--- config.mk ---
export PLATFORM = sky130hd
export DESIGN_NAME = rv_ctrl_pipe_flat
export DESIGN_NICKNAME = d
export VERILOG_FILES = /design/src/rtl/rv_ctrl_pipe_if.sv /design/src/rtl/rv_ctrl_pipe.sv /design/src/flat_wrapper.sv
export SDC_FILE = /design/constraint.sdc
export NUM_CORES = 1
export LEC_CHECK = 0
export ABC_AREA = 1
export BUFFER_PORTS_ARGS = -buffer_cell sky130_fd_sc_hd__buf_4
export CAP_MARGIN = 40
export CORE_UTILIZATION = 45
export DETAILED_ROUTE_END_ITERATION = 10
export PLACE_DENSITY = 0.77
export SYNTH_ARGS = -nofsm -noshare
export SYNTH_HDL_FRONTEND = slang
export SYNTH_SLANG_ARGS = --single-unit
--- constraint.sdc ---
create_clock -name clk -period 1.4 [get_ports clk]
set_input_delay 0.28 -clock clk [delete_from_list [all_inputs] [get_ports clk]]
set_output_delay 0.28 -clock clk [all_outputs]
set_load 0.01 [all_outputs]
--- src/rtl/rv_ctrl_pipe_if.sv ---
// Handshake and control-bundle bus for the ID/EX control stage.
// The slave side is the control pipe itself; the master side is whatever
// surrounds it (decode on the upstream side, execute on the downstream side).
interface rv_ctrl_pipe_if;
  // Upstream (decode) handshake and instruction fields
  logic       id_valid_i;
  logic       id_ready_o;
  logic [6:0] opcode_i;
  logic [2:0] funct3_i;
  logic [6:0] funct7_i;
  logic       flush_i;

  // Downstream (execute) handshake
  logic       ex_valid_o;
  logic       ex_ready_i;

  // Registered control bundle
  logic       branch_o;
  logic       jump_o;
  logic       jalr_o;
  logic       mem_read_o;
  logic       mem_to_reg_o;
  logic       mem_write_o;
  logic       alu2_src_o;
  logic       reg_write_o;
  logic       auipc_o;
  logic       muldiv_o;
  logic       illegal_o;
  logic [1:0] alu1_src_o;
  logic [1:0] reg_read_o;
  logic       busy_o;

  modport master (
    output id_valid_i, opcode_i, funct3_i, funct7_i, flush_i, ex_ready_i,
    input  id_ready_o, ex_valid_o,
    input  branch_o, jump_o, jalr_o, mem_read_o, mem_to_reg_o, mem_write_o,
    input  alu2_src_o, reg_write_o, auipc_o, muldiv_o, illegal_o,
    input  alu1_src_o, reg_read_o, busy_o
  );

  modport slave (
    input  id_valid_i, opcode_i, funct3_i, funct7_i, flush_i, ex_ready_i,
    output id_ready_o, ex_valid_o,
    output branch_o, jump_o, jalr_o, mem_read_o, mem_to_reg_o, mem_write_o,
    output alu2_src_o, reg_write_o, auipc_o, muldiv_o, illegal_o,
    output alu1_src_o, reg_read_o, busy_o
  );
endinterface

--- src/rtl/rv_ctrl_pipe.sv ---
// ID/EX control stage: decodes opcode/funct3/funct7 into the control bundle
// and registers it behind a valid/ready handshake. Optional RV32M detection
// holds the stage busy for a fixed MUL or DIV latency before the bundle is
// offered to EX. flush_i kills anything held or pending.
module rv_ctrl_pipe #(
  parameter bit EN_M       = 1'b1,
  parameter int MUL_CYCLES = 2,
  parameter int DIV_CYCLES = 32,
  parameter bit EN_FENCE   = 1'b1
) (
  input logic           clk,
  input logic           rstn,
  rv_ctrl_pipe_if.slave bus
);

  localparam int CNT_W = $clog2(DIV_CYCLES + 1);

  // Counter preload is latency minus one: the accept edge itself is the first cycle.
  localparam logic [CNT_W-1:0] MUL_LOAD = CNT_W'(MUL_CYCLES - 1);
  localparam logic [CNT_W-1:0] DIV_LOAD = CNT_W'(DIV_CYCLES - 1);

  localparam logic [6:0] OP_R      = 7'b0110011;
  localparam logic [6:0] OP_I      = 7'b0010011;
  localparam logic [6:0] OP_LOAD   = 7'b0000011;
  localparam logic [6:0] OP_STORE  = 7'b0100011;
  localparam logic [6:0] OP_BRANCH = 7'b1100011;
  localparam logic [6:0] OP_JAL    = 7'b1101111;
  localparam logic [6:0] OP_JALR   = 7'b1100111;
  localparam logic [6:0] OP_LUI    = 7'b0110111;
  localparam logic [6:0] OP_AUIPC  = 7'b0010111;
  localparam logic [6:0] OP_FENCE  = 7'b0001111;

  // A MUL latency longer than the DIV latency cannot be held by the counter.
  generate
    if (MUL_CYCLES < 1 || MUL_CYCLES > DIV_CYCLES) begin : g_bad_latency
      $error("rv_ctrl_pipe: MUL_CYCLES must lie in 1..DIV_CYCLES");
    end
  endgenerate

  typedef struct packed {
    logic       branch;
    logic       jump;
    logic       jalr;
    logic       mem_read;
    logic       mem_to_reg;
    logic       mem_write;
    logic       alu2_src;
    logic       reg_write;
    logic       auipc;
    logic       muldiv;
    logic       illegal;
    logic [1:0] alu1_src;
    logic [1:0] reg_read;
  } ctrl_t;

  typedef enum logic {
    ST_IDLE,
    ST_WAIT
  } state_t;

  state_t           state_q, state_nxt;
  logic [CNT_W-1:0] cnt_q, cnt_nxt;
  logic             valid_q, valid_nxt;
  ctrl_t            ctrl_q, ctrl_nxt;
  ctrl_t            dec;

  logic             busy;
  logic             id_ready;
  logic             accept;
  logic [CNT_W-1:0] mdiv_load;
  logic             mdiv_single;

  // Only funct3[2] (MUL vs DIV/REM) matters to the control bundle.
  logic             unused_funct3;
  assign unused_funct3 = ^bus.funct3_i[1:0];

  assign busy     = (state_q == ST_WAIT);
  assign id_ready = rstn & ~bus.flush_i & ~busy & (~valid_q | bus.ex_ready_i);
  assign accept   = bus.id_valid_i & id_ready;

  assign mdiv_load   = bus.funct3_i[2] ? DIV_LOAD : MUL_LOAD;
  assign mdiv_single = bus.funct3_i[2] ? (DIV_CYCLES == 1) : (MUL_CYCLES == 1);

  // Instruction decode; anything not recognised becomes an all-zero illegal bundle.
  always_comb begin
    dec = '0;
    case (bus.opcode_i)
      OP_R: begin
        if (bus.funct7_i == 7'b0000000 || bus.funct7_i == 7'b0100000) begin
          dec.reg_read  = 2'b11;
          dec.reg_write = 1'b1;
        end else if (EN_M && bus.funct7_i == 7'b0000001) begin
          dec.reg_read  = 2'b11;
          dec.reg_write = 1'b1;
          dec.muldiv    = 1'b1;
        end else begin
          dec.illegal = 1'b1;
        end
      end
      OP_I: begin
        dec.alu2_src  = 1'b1;
        dec.reg_read  = 2'b01;
        dec.reg_write = 1'b1;
      end
      OP_LOAD: begin
        dec.mem_read   = 1'b1;
        dec.mem_to_reg = 1'b1;
        dec.alu2_src   = 1'b1;
        dec.reg_read   = 2'b01;
        dec.reg_write  = 1'b1;
      end
      OP_STORE: begin
        dec.mem_write = 1'b1;
        dec.alu2_src  = 1'b1;
        dec.reg_read  = 2'b11;
      end
      OP_BRANCH: begin
        dec.branch   = 1'b1;
        dec.reg_read = 2'b11;
      end
      OP_JAL: begin
        dec.jump      = 1'b1;
        dec.reg_write = 1'b1;
      end
      OP_JALR: begin
        dec.jump      = 1'b1;
        dec.jalr      = 1'b1;
        dec.alu2_src  = 1'b1;
        dec.reg_read  = 2'b01;
        dec.reg_write = 1'b1;
      end
      OP_LUI: begin
        dec.alu1_src  = 2'b01;
        dec.alu2_src  = 1'b1;
        dec.reg_write = 1'b1;
      end
      OP_AUIPC: begin
        dec.alu1_src  = 2'b10;
        dec.alu2_src  = 1'b1;
        dec.reg_write = 1'b1;
        dec.auipc     = 1'b1;
      end
      OP_FENCE: begin
        dec.illegal = ~EN_FENCE;
      end
      default: begin
        dec.illegal = 1'b1;
      end
    endcase
  end

  // Next-state logic: flush wins, otherwise IDLE accepts/drains and WAIT counts down.
  always_comb begin
    state_nxt = state_q;
    cnt_nxt   = cnt_q;
    valid_nxt = valid_q;
    ctrl_nxt  = ctrl_q;
    if (bus.flush_i) begin
      state_nxt = ST_IDLE;
      cnt_nxt   = '0;
      valid_nxt = 1'b0;
      ctrl_nxt  = '0;
    end else begin
      case (state_q)
        ST_IDLE: begin
          if (accept) begin
            ctrl_nxt = dec;
            if (dec.muldiv) begin
              cnt_nxt = mdiv_load;
              if (mdiv_single) begin
                valid_nxt = 1'b1;
              end else begin
                valid_nxt = 1'b0;
                state_nxt = ST_WAIT;
              end
            end else begin
              valid_nxt = 1'b1;
            end
          end else if (valid_q && bus.ex_ready_i) begin
            valid_nxt = 1'b0;
          end
        end
        ST_WAIT: begin
          cnt_nxt = cnt_q - 1'b1;
          if (cnt_q == CNT_W'(1)) begin
            valid_nxt = 1'b1;
            state_nxt = ST_IDLE;
          end
        end
        default: begin
          state_nxt = ST_IDLE;
        end
      endcase
    end
  end

  // State, counter and bundle registers; reset drops any pending bundle.
  always_ff @(posedge clk or negedge rstn) begin
    if (!rstn) begin
      state_q <= ST_IDLE;
      cnt_q   <= '0;
      valid_q <= 1'b0;
      ctrl_q  <= '0;
    end else begin
      state_q <= state_nxt;
      cnt_q   <= cnt_nxt;
      valid_q <= valid_nxt;
      ctrl_q  <= ctrl_nxt;
    end
  end

  assign bus.id_ready_o   = id_ready;
  assign bus.ex_valid_o   = valid_q;
  assign bus.busy_o       = busy;
  assign bus.branch_o     = ctrl_q.branch;
  assign bus.jump_o       = ctrl_q.jump;
  assign bus.jalr_o       = ctrl_q.jalr;
  assign bus.mem_read_o   = ctrl_q.mem_read;
  assign bus.mem_to_reg_o = ctrl_q.mem_to_reg;
  assign bus.mem_write_o  = ctrl_q.mem_write;
  assign bus.alu2_src_o   = ctrl_q.alu2_src;
  assign bus.reg_write_o  = ctrl_q.reg_write;
  assign bus.auipc_o      = ctrl_q.auipc;
  assign bus.muldiv_o     = ctrl_q.muldiv;
  assign bus.illegal_o    = ctrl_q.illegal;
  assign bus.alu1_src_o   = ctrl_q.alu1_src;
  assign bus.reg_read_o   = ctrl_q.reg_read;

endmodule

--- src/flat_wrapper.sv ---
// flat-port wrapper written by rule: the top's interface ports become plain ports
module rv_ctrl_pipe_flat 
#(
  parameter bit EN_M       = 1'b1,
  parameter int MUL_CYCLES = 2,
  parameter int DIV_CYCLES = 32,
  parameter bit EN_FENCE   = 1'b1
)
  (clk, rstn, bus_id_valid_i, bus_opcode_i, bus_funct3_i, bus_funct7_i, bus_flush_i, bus_ex_ready_i, bus_id_ready_o, bus_ex_valid_o, bus_branch_o, bus_jump_o, bus_jalr_o, bus_mem_read_o, bus_mem_to_reg_o, bus_mem_write_o, bus_alu2_src_o, bus_reg_write_o, bus_auipc_o, bus_muldiv_o, bus_illegal_o, bus_alu1_src_o, bus_reg_read_o, bus_busy_o);
  rv_ctrl_pipe_if bus_i ();
  input logic clk;
  input logic rstn;
  input wire logic [$bits(bus_i.id_valid_i)-1:0] bus_id_valid_i;
  input wire logic [$bits(bus_i.opcode_i)-1:0] bus_opcode_i;
  input wire logic [$bits(bus_i.funct3_i)-1:0] bus_funct3_i;
  input wire logic [$bits(bus_i.funct7_i)-1:0] bus_funct7_i;
  input wire logic [$bits(bus_i.flush_i)-1:0] bus_flush_i;
  input wire logic [$bits(bus_i.ex_ready_i)-1:0] bus_ex_ready_i;
  output wire logic [$bits(bus_i.id_ready_o)-1:0] bus_id_ready_o;
  output wire logic [$bits(bus_i.ex_valid_o)-1:0] bus_ex_valid_o;
  output wire logic [$bits(bus_i.branch_o)-1:0] bus_branch_o;
  output wire logic [$bits(bus_i.jump_o)-1:0] bus_jump_o;
  output wire logic [$bits(bus_i.jalr_o)-1:0] bus_jalr_o;
  output wire logic [$bits(bus_i.mem_read_o)-1:0] bus_mem_read_o;
  output wire logic [$bits(bus_i.mem_to_reg_o)-1:0] bus_mem_to_reg_o;
  output wire logic [$bits(bus_i.mem_write_o)-1:0] bus_mem_write_o;
  output wire logic [$bits(bus_i.alu2_src_o)-1:0] bus_alu2_src_o;
  output wire logic [$bits(bus_i.reg_write_o)-1:0] bus_reg_write_o;
  output wire logic [$bits(bus_i.auipc_o)-1:0] bus_auipc_o;
  output wire logic [$bits(bus_i.muldiv_o)-1:0] bus_muldiv_o;
  output wire logic [$bits(bus_i.illegal_o)-1:0] bus_illegal_o;
  output wire logic [$bits(bus_i.alu1_src_o)-1:0] bus_alu1_src_o;
  output wire logic [$bits(bus_i.reg_read_o)-1:0] bus_reg_read_o;
  output wire logic [$bits(bus_i.busy_o)-1:0] bus_busy_o;
  assign bus_i.id_valid_i = bus_id_valid_i;
  assign bus_i.opcode_i = bus_opcode_i;
  assign bus_i.funct3_i = bus_funct3_i;
  assign bus_i.funct7_i = bus_funct7_i;
  assign bus_i.flush_i = bus_flush_i;
  assign bus_i.ex_ready_i = bus_ex_ready_i;
  assign bus_id_ready_o = bus_i.id_ready_o;
  assign bus_ex_valid_o = bus_i.ex_valid_o;
  assign bus_branch_o = bus_i.branch_o;
  assign bus_jump_o = bus_i.jump_o;
  assign bus_jalr_o = bus_i.jalr_o;
  assign bus_mem_read_o = bus_i.mem_read_o;
  assign bus_mem_to_reg_o = bus_i.mem_to_reg_o;
  assign bus_mem_write_o = bus_i.mem_write_o;
  assign bus_alu2_src_o = bus_i.alu2_src_o;
  assign bus_reg_write_o = bus_i.reg_write_o;
  assign bus_auipc_o = bus_i.auipc_o;
  assign bus_muldiv_o = bus_i.muldiv_o;
  assign bus_illegal_o = bus_i.illegal_o;
  assign bus_alu1_src_o = bus_i.alu1_src_o;
  assign bus_reg_read_o = bus_i.reg_read_o;
  assign bus_busy_o = bus_i.busy_o;
  rv_ctrl_pipe #(.EN_M(EN_M), .MUL_CYCLES(MUL_CYCLES), .DIV_CYCLES(DIV_CYCLES), .EN_FENCE(EN_FENCE)) u_core (.clk(clk), .rstn(rstn), .bus(bus_i));
endmodule
==> metrics <==
most common library cell in the layout ignoring fill and taps=nand2_1; Mapped Cells=about 190; Final setup viols=1; placed inst area=approximately 0.0017 sq mm; total global routing track utilization=20.3%; fin worst setup slack=-0.0327 ns; fin area=approximately 0.0018 sq mm; number of global-route vias before repair=about 1200; pre-CTS setup slack=0.0876 ns; clock slew at reported path FFs=around 0.12 ns; fin util=65.7%; initial antenna violation count=0; internal power=919 uW; Critical Path RT=1.12 ns; slew margin rel.=roughly 74%; Post-Syn Area=between 0.001 and 0.0015 sq mm; worst vdd ir=~0.00067 V; Syn Nets=approximately 210; sequential element share of the synthesized area=41.3%; Die X=56.4 microns; first-pass GRT wire length=between 5000 and 6000 microns; area occupied by registers=roughly 550 sq um; area grow syn2layout=37.1%; number of H-tree levels=1; nets=270; Worst Max-Slew Pin Slew=0.392 ns; largest net degree at the start of global routing=17; DP HPWL=roughly 2300 microns; Worst setup EP type=primary output; Pwr per Cell Area=677 mW/mm^2; worst-skew pair later-pin latency=roughly 0.30 ns; Ports=40; CTS Sinks=22; Vias/cell=around 4.9; Reg power frac=between 50% and 60%; Critical Path Fanout Max=2; P_sw=about 320 uW; max reg flops=6; commonest non-fill, non-tap cells in the layout=nand2_1, buf_4, dfrtp_1; Final GP Congestion=approximately 0.88; Routed Antenna Nets=0; residual DRC count=0; RSZ-0062 raised after global routing=yes; Netlist cell types=23; PortBufs=37; Max Buffers Root-to-Sink=2; DRT Pass-1 Iters=4; Yosys reg bits=22; CP Launch Type=flop; largest register by flop count=u_core.cnt_q; Clock Root Buffer=clkbuf_4; n_diodes=0; Multi-input gate area=693 sq um; core footprint=about 0.0028 sq mm; WL per Instance=about 11 microns; Sw Share=around a quarter; Inserted Clock Buffers=3; Arrival @ worst endpoint=between 1 and 1.5 ns; r2r setup slk=~0.07 ns; Routed WL=just over 3000 microns; Rows=19; fin cells=between 200 and 300; outcome=finished, violations left; Mean Syn Cell Area=around 7.1 sq um; Initial Utilization=48.0%; layout cells sized above 1=between 20% and 30%; Vias=around 1400; dpl cells=between 200 and 300; Combinational Power Share=18.9%; Hold Fails Final Rpt=0; initial DRC count=30; TritonCTS clock tree=yes; Vert. Die Dim=~56 microns; Final Max Slew Viols=0; DIE AREA=roughly 0.0032 sq mm; Fmax achieved=about 700 MHz; GRT overflow=0; Max Cap Viol=0; setup TNS=-0.0327 ns; crit path time final=~1.4 ns; clock share of power=between 20 and 30%; fillcell total=~270; leakage power=between 0.001 and 0.0015 uW; period utilisation layout=102%; Yosys warning total=0; failing checks=setup timing; Crit Path Class=reg2out; worst hold path class=in2reg; Final Skew=0.00605 ns
==> area by class of cell <==
type	count	share of cell area [%]
Timing Repair Buffer	54	22.9
Sequential cell	22	30.1
Multi-Input combinational cell	142	37.9
Inverter	23	5.00
Clock buffer	4	1.98
Tap cell	31	2.12
==> stage by stage <==
stage | total power, uW | hold slack, ns
after floorplan | 785 | -0.0156
after global placement | 881 | 0.111
after detailed placement | 886 | 0.112
after CTS | 1240 | 0.275
after global routing | 1320 | 0.275
final | 1240 | 0.282
==> timing repair <==
item                                    CTS  global route
pin swaps                                 1             2
gates resized for setup                   4             3
hold buffers                              2             0
gates cloned                              0             1
hold endpoints to repair                  6             0
buffers inserted                          2             7
endpoints found under the setup margin    1            19
==> cells in the mapped netlist <==
library cell,number,area (sq um)
inv_6,1,8.76
nand3b_1,1,7.51
nand2_2,1,6.26
nand3_4,1,17.5
xnor2_1,1,8.76
a21oi_1,8,40.0
nor3_1,2,10.0
ha_1,2,25.0
dfrtp_1,22,551
o21ai_1,1,5.00
inv_1,22,82.6
o21bai_1,1,7.51
nand2_1,77,289
nor2_4,3,33.8
nor2_1,16,60.1
nand4_4,1,21.3
or2_2,1,6.26
xor2_1,2,17.5
o21ai_0,4,20.0
buf_4,1,7.51
buf_6,1,11.3
o211ai_1,1,7.51
nand3_1,18,90.1
==> critical path, cell delays in order, from the launching register on <==
cell     delay, ns
dfrtp_1       0.43
nor2_4        0.11
buf_6         0.11
nand3_2       0.06
inv_2         0.06
buf_6         0.09
==> power by group through the flow <==
| stage | sequential (uW) | combinational (uW) | clock [uW] |
|---|---|---|---|
| after floorplan | 674 | 111 | 0 |
| after CTS | 662 | 224 | 357 |
| after global placement | 674 | 206 | 0 |
| final | 663 | 235 | 340 |
| after global routing | 665 | 263 | 389 |
| after detailed placement | 675 | 211 | 0 |
==> cells by family (layout without fill, tap and decap cells) <==
group,Yosys count,count (layout),share of synthesized area (%)
AND/OR/NAND/NOR,121,122,40.6
AO/OA/AOI/OAI,15,15,6.00
XOR/XNOR,3,3,1.97
adder cells (fa/ha/maj),2,2,1.88
flip-flops,22,22,41.3
buffers and inverters,25,81,8.26
==> metal layers <==
| metal | vias to the layer above | share of wire, % | GRT usage (%) |
|---|---|---|---|
| met2 | 24 | 51 | 36.1 |
| met5 | - | 0 | 0 |
| met4 | 0 | 0.56 | 5.57 |
| met3 | 4 | 3.2 | 2.53 |
| li1 | 701 | - | - |
| met1 | 625 | 45 | 25.9 |
==> path summary, 6_finish.rpt <==
kind,startpoint,to,cells after the start
max,u_core.bus.busy_o,bus_id_ready_o,5
min,bus_flush_i,u_core.bus.ex_valid_o,4
max reg2reg,u_core.bus.busy_o,u_core.bus.jump_o,8
min reg2reg,u_core.bus.alu1_src_o[1],u_core.bus.alu1_src_o[1],2
max in group asynchronous,rstn,u_core.bus.auipc_o,3
min in group asynchronous,rstn,u_core.bus.ex_valid_o,2
Note: power is estimated with default switching activity, not from simulation.
